$ cat src/rtl/pipelined_addsub.sv
// pipelined_addsub: add/subtract unit split into WIDTH/GROUP pipeline stages.
// Each stage resolves one GROUP-bit slice with generate/propagate lookahead,
// using the carry registered by the previous stage. The pipeline moves as a
// whole; a stall freezes every stage, including bubbles.
//
// Handshake: a transfer happens on a rising edge where valid and ready are
// both 1. The pipeline advances when the output register is empty or being
// drained (advance = !out_valid || out_ready); in_ready = advance && !rst.
//
// Ports:
//   clk        rising-edge clock
//   rst        synchronous active-high reset
//   in_valid   operand set present on a, b, ci, sub
//   in_ready   operand set accepted this cycle if in_valid=1
//   a, b       WIDTH-bit operands
//   ci         carry-in (add mode only)
//   sub        0 = a + b + ci, 1 = a - b (a + ~b + 1)
//   out_valid  sum/co/ovf hold a completed result
//   out_ready  downstream accepts the result this cycle
//   sum        WIDTH-bit result
//   co         carry-out of the MSB (subtract: 1 = no borrow)
//   ovf        two's-complement signed overflow
module pipelined_addsub #(
  parameter int WIDTH = 8,
  parameter int GROUP = 2
) (
  input  logic             clk,
  input  logic             rst,
  input  logic             in_valid,
  output logic             in_ready,
  input  logic [WIDTH-1:0] a,
  input  logic [WIDTH-1:0] b,
  input  logic             ci,
  input  logic             sub,
  output logic             out_valid,
  input  logic             out_ready,
  output logic [WIDTH-1:0] sum,
  output logic             co,
  output logic             ovf
);

  localparam int STAGES = WIDTH / GROUP;
  localparam int LAST   = STAGES - 1;

  // Per-stage registers: stage k holds sum bits [(k+1)*GROUP-1:0] complete,
  // the operands still to be summed (b already inverted when subtracting),
  // the carry out of the completed slices, and the operand sign bits.
  logic [STAGES-1:0]            st_valid;
  logic [STAGES-1:0][WIDTH-1:0] st_sum;
  logic [STAGES-1:0][WIDTH-1:0] st_a;
  logic [STAGES-1:0][WIDTH-1:0] st_b;
  logic [STAGES-1:0]            st_c;
  logic [STAGES-1:0]            st_sa;
  logic [STAGES-1:0]            st_sb;

  logic [STAGES-1:0]            nxt_valid;
  logic [STAGES-1:0][WIDTH-1:0] nxt_sum;
  logic [STAGES-1:0][WIDTH-1:0] nxt_a;
  logic [STAGES-1:0][WIDTH-1:0] nxt_b;
  logic [STAGES-1:0]            nxt_c;
  logic [STAGES-1:0]            nxt_sa;
  logic [STAGES-1:0]            nxt_sb;

  logic             advance;
  logic             take;
  logic [WIDTH-1:0] b_eff;
  logic             c_mode;
  logic [GROUP:0]   res;

  assign advance  = !out_valid || out_ready;
  assign in_ready = advance && !rst;
  assign take     = in_valid && in_ready;

  // One GROUP-bit lookahead slice: returns {carry_out, slice_sum}.
  function automatic logic [GROUP:0] slice_add(input logic [GROUP-1:0] x,
                                               input logic [GROUP-1:0] y,
                                               input logic             cin);
    logic [GROUP-1:0] g;
    logic [GROUP-1:0] p;
    logic [GROUP:0]   c;
    g    = x & y;
    p    = x ^ y;
    c[0] = cin;
    for (int i = 0; i < GROUP; i++) begin
      c[i+1] = g[i] | (p[i] & c[i]);
    end
    return {c[GROUP], p ^ c[GROUP-1:0]};
  endfunction

  always_comb begin
    b_eff     = sub ? ~b : b;
    c_mode    = sub ? 1'b1 : ci;
    nxt_valid = '0;
    nxt_sum   = '0;
    nxt_a     = '0;
    nxt_b     = '0;
    nxt_c     = '0;
    nxt_sa    = '0;
    nxt_sb    = '0;

    // Stage 0. A bubble enters as all-zero data so that it propagates as a
    // clean 0 + 0 result rather than whatever sits on the operand pins.
    res = slice_add(a[GROUP-1:0], b_eff[GROUP-1:0], c_mode);
    if (take) begin
      nxt_valid[0]            = 1'b1;
      nxt_a[0]                = a;
      nxt_b[0]                = b_eff;
      nxt_sum[0][GROUP-1:0]   = res[GROUP-1:0];
      nxt_c[0]                = res[GROUP];
      nxt_sa[0]               = a[WIDTH-1];
      nxt_sb[0]               = b_eff[WIDTH-1];
    end

    // Stages 1..LAST: resolve slice k from the carry left by stage k-1.
    for (int k = 1; k < STAGES; k++) begin
      res = slice_add(st_a[k-1][k*GROUP +: GROUP],
                      st_b[k-1][k*GROUP +: GROUP],
                      st_c[k-1]);
      nxt_valid[k]                = st_valid[k-1];
      nxt_a[k]                    = st_a[k-1];
      nxt_b[k]                    = st_b[k-1];
      nxt_sum[k]                  = st_sum[k-1];
      nxt_sum[k][k*GROUP +: GROUP] = res[GROUP-1:0];
      nxt_c[k]                    = res[GROUP];
      nxt_sa[k]                   = st_sa[k-1];
      nxt_sb[k]                   = st_sb[k-1];
    end
  end

  always_ff @(posedge clk) begin
    if (rst) begin
      st_valid <= '0;
      st_sum   <= '0;
      st_a     <= '0;
      st_b     <= '0;
      st_c     <= '0;
      st_sa    <= '0;
      st_sb    <= '0;
    end else if (advance) begin
      st_valid <= nxt_valid;
      st_sum   <= nxt_sum;
      st_a     <= nxt_a;
      st_b     <= nxt_b;
      st_c     <= nxt_c;
      st_sa    <= nxt_sa;
      st_sb    <= nxt_sb;
    end
  end

  assign out_valid = st_valid[LAST];
  assign sum       = st_sum[LAST];
  assign co        = st_c[LAST];
  // Overflow: operand signs agree but the result sign differs.
  assign ovf       = (st_sa[LAST] == st_sb[LAST]) &&
                     (st_sum[LAST][WIDTH-1] != st_sa[LAST]);

endmodule

$ cat config.mk
export PLATFORM = sky130hd
export DESIGN_NAME = pipelined_addsub
export DESIGN_NICKNAME = d
export VERILOG_FILES = /design/src/rtl/pipelined_addsub.sv
export SDC_FILE = /design/constraint.sdc
export NUM_CORES = 1
export LEC_CHECK = 0
export CAP_MARGIN = 10
export CORE_MARGIN = 5
export CORE_UTILIZATION = 44
export CTS_CLUSTER_SIZE = 10
export DETAILED_ROUTE_END_ITERATION = 6
export PLACE_DENSITY = 0.68
export SKIP_CTS_REPAIR_TIMING = 1
export SLEW_MARGIN = 40
export SYNTH_ARGS = -nofsm -noshare
export SYNTH_HDL_FRONTEND = slang
export SYNTH_SLANG_ARGS = --single-unit
$ cat constraint.sdc
create_clock -name clk -period 2.5 [get_ports clk]
set_input_delay 0.5 -clock clk [delete_from_list [all_inputs] [get_ports clk]]
set_output_delay 0.5 -clock clk [all_outputs]
set_load 0.03 [all_outputs]
# --- Word-level counts from Yosys, hierarchy flattened ---
# Cells that the tools add are included.
word_totals:
  ff_bits: 84
  latch_bits: 0
  ramBits: 0
  romBits: 0
  in_bits: 22
  out_inout_bits: 12
  elab_cells: 60
  n_memories: 0
classes:
  addsub: 0
  n_mul: 0
  n_div: 0
  order_cmp: 0
  eq_ne: 2
  shift: 0
  muxes: 9
  bitwise_logic: 29
  reduce_logical: 6
op_table:
  columns: ["cell", "n"]
  rows:
  - ["8-bit two-way mux", 3]
  - ["2-bit bitwise XOR", 8]
  - ["1-bit AND", 8]
  - ["2-bit AND", 4]
  - ["8-bit NOT", 1]
  - ["1-bit OR", 8]
  - ["1-bit two-way mux", 5]
  - ["1-bit logical AND", 3]
  - ["1-bit logical NOT", 2]
  - ["2-bit two-way mux", 1]
  - ["1-bit == test", 1]
  - ["1-bit logical OR", 1]
  - ["1-bit inequality test", 1]

# --- Depth between registers and ports, before layout ---
logic_depth:
  word_depth: 8
  ltp_mapped: 6
  mapped_depth_nobuf: 4

# --- Worst setup path before layout ---
# Ideal clock, no wire load.
synth_path:
  path_type: "input-to-reg"
  start: "input sub"
  end: "register st_sum (netlist bit nxt_sum[9])"
  setup_time_ps: 117
  arrival_time_ps: 1968
  path_slack_ps: 416
  stages: 5
  n_path_buf: 1
  path_cell_list: "buf_2 > or2_2 > fa_1 > fa_1 > a22o_1"
synth_between:
  elab_chain_cells: 6
  elab_cells_between_ends: 8
  cone_classes: "mux: 3; bitwise: 5"
synth_lines:
  columns: ["item", "line_no", "rtl"]
  rows:
  - ["start: declaration", "34", "input logic sub,"]
  - ["8-bit two-way mux", "91", "b_eff = sub ? ~b : b;"]
  - ["2-bit bitwise XOR", "82", "p = x ^ y;"]
  - ["1-bit AND", "85", "c[i+1] = g[i] | (p[i] & c[i]);"]
  - ["1-bit OR", "85", null]
  - ["2-bit bitwise XOR (*)", "87", "return {c[GROUP], p ^ c[GROUP-1:0]};"]
  - ["2-bit two-way mux (*)", "104", "if (take) begin"]
  - ["end signal: assignment", "141", "st_sum <= nxt_sum;"]
  - ["end: declaration", "49", "logic [STAGES-1:0][WIDTH-1:0] st_sum;"]
# Every way passes the cells marked *; elsewhere a longest branch is shown, timed or not.
# A chain may end at the register's enable or synchronous reset.

# --- Worst setup path after layout ---
# Ends and elaborated chain as after synthesis.

==> metrics <==
status complete, no violations; EDFF count, synth 0; sequential share of the synthesized area 53.8%; Hold Path Depth 1; Design Area, Final 0.00248 mm²; Port Buffers 33; CTS clk-pin slew, worst paths 0.10 ns; layout cells sized above 1 14.6%; CP arrival 2.30 ns; Max-Cap Viols 0; CP max FO 3; crit path kind in2reg; RSZ-0062 raised after global routing false; Core Util, Final 56.5%; maximum buffer depth of the clock tree 2; Clock Sinks 54; Slew @ Worst Pin 0.316 ns; Syn-to-layout area delta 23.2%; Root Buffer Master clkbuf_8; Cell Pwr Density 622 mW/mm²; Ant. Diodes 0; synth warn 0; Max VDD drop 280 µV; # nets final 228; global-route wire length before repair 6.43 mm; Post-DP Area 0.00238 mm²; most common cell after layout, fill and taps aside dfxtp_1; Fmax achieved 478 MHz; final hold vios 0; Initial Util 45.9%; vias in the first global route 1412; initial antenna violation count 0; GRT overflow 0; clk_lat worst skew 0.31 ns; GRT Total Usage 13.1%; final critical-path share of the clock period 83.8%; register area 0.00108 mm²; Mean Syn Cell Area 12.3 µm²; Reg2Reg Depth 4; clk_skew 0.00484 ns; num rows 24; number of buffers created by CTS 5; CP required 2.71 ns; CP Launch Type primary input; H-tree depth 2; Yosys cell types 21; mapped cell area 0.00201 mm²; GP Congestion 0.706; hold slack 0.461 ns; leakage power 0.914 nW; Post-Syn Nets 193; DR WL/cell 14.4 µm; fillers 380; Die Span Y 77.6 µm; die area 0.00602 mm²; final wirelength 3.62 mm; commonest non-fill, non-tap cells in the layout dfxtp_1, a22o_1, clkdlybuf4s50_1; Core Area 0.00438 mm²; Synth async-reset ratio 0%; DR pass1 iterations 4; total negative slack 0 ns; pin count of the biggest net entering global routing 53; Via density 5.19; Max-slew headroom 78.9%; # DRC 0; total I/O pin count 34; Final setup viols 0; fin crit period 2.09 ns; DP HPWL 2.55 mm; Slew Viols, Final 0; Die Wd 77.6 µm; Mapped Cells 163; Worst Hold Class reg2reg; drt first-iter violations 116; Power Total 1.54 mW; multi-input logic area 793 µm²; Routed Antenna Nets 0; Crit. End Element flop; via count 1302; CTS tree done; number of synthesized register bits 54; Synth Flop Type dfxtp_1
==> power by group <==
part	internal, mW	switching, mW	total (mW)
clock network	0.202	0.283	0.485
logic	0.0797	0.0644	0.144
registers	0.893	0.0192	0.912
total	1.18	0.366	1.54
==> registers in the layout, indices dropped and copies added, names as in the netlist <==
register / count
nxt_a: 9
sum: 8
st_sb: 4
nxt_b: 9
st_sa: 4
st_valid: 4
st_c: 4
nxt_sum: 12
==> worst max-delay path, stage by stage <==
cell and delay (ns):
clkdlybuf4s50_1 0.45, or2_2 0.32, fa_1 0.39, fa_1 0.44, a22o_1 0.20
==> synth_stat cells, types with 2 or more instances <==
cell type	n	area, µm²
a22o_2	9	90.1
dfxtp_1	54	1080
inv_1	16	60.1
a22o_1	33	289
a21oi_1	2	10.0
buf_2	6	30.0
o2bb2ai_1	9	78.8
nand2_1	4	15.0
xor2_1	8	70.1
fa_1	8	160
buf_6	4	45.0
==> cells by family (layout without fill, tap and decap cells) <==
family          count (synthesis)  after routing  synth area share, %
compound gates                 55             55                 23.9
flops                          54             54                 53.8
buf+inv                        27             63                 7.03
simple gates                   11             11                 3.86
fa+ha+maj                       8              8                 7.96
xor+xnor                        8              8                 3.48
==> layout make-up <==
cell class	count	share of cell area (%)
multi-input cells	82	32.0
clock inverters	3	1.01
inverters	17	2.68
well taps	52	2.63
flip-flops and latches	54	43.6
clock buffers	5	2.78
repair buffers	38	15.3
==> worst paths after layout <==
check / start / end / slack, ns
setup / recovery: sub / nxt_sum[9] / 0.41
hold / removal: st_valid[0] / st_valid[0] / 0.46
setup reg to reg: st_c[1] / nxt_sum[29] / 0.99
hold reg to reg: st_valid[0] / st_valid[0] / 0.46
==> metal layers <==
layer	routed length, µm	GRT usage, %	vias up
li1	-	-	643
met1	1610	16.2	625
met2	1800	22.0	29
met3	167	4.05	5
met4	44	4.12	0
met5	0	0	-
==> metrics by stage <==
step           worst slack, ns  cells
6_report                 0.406    251
4_1_cts                  0.403    251
5_1_grt                  0.337    251
3_5_place_dp            0.0641    243
3_3_place_gp             0.123    243
2_1_floorplan            0.416    163
(Power assumes the default switching activity.)
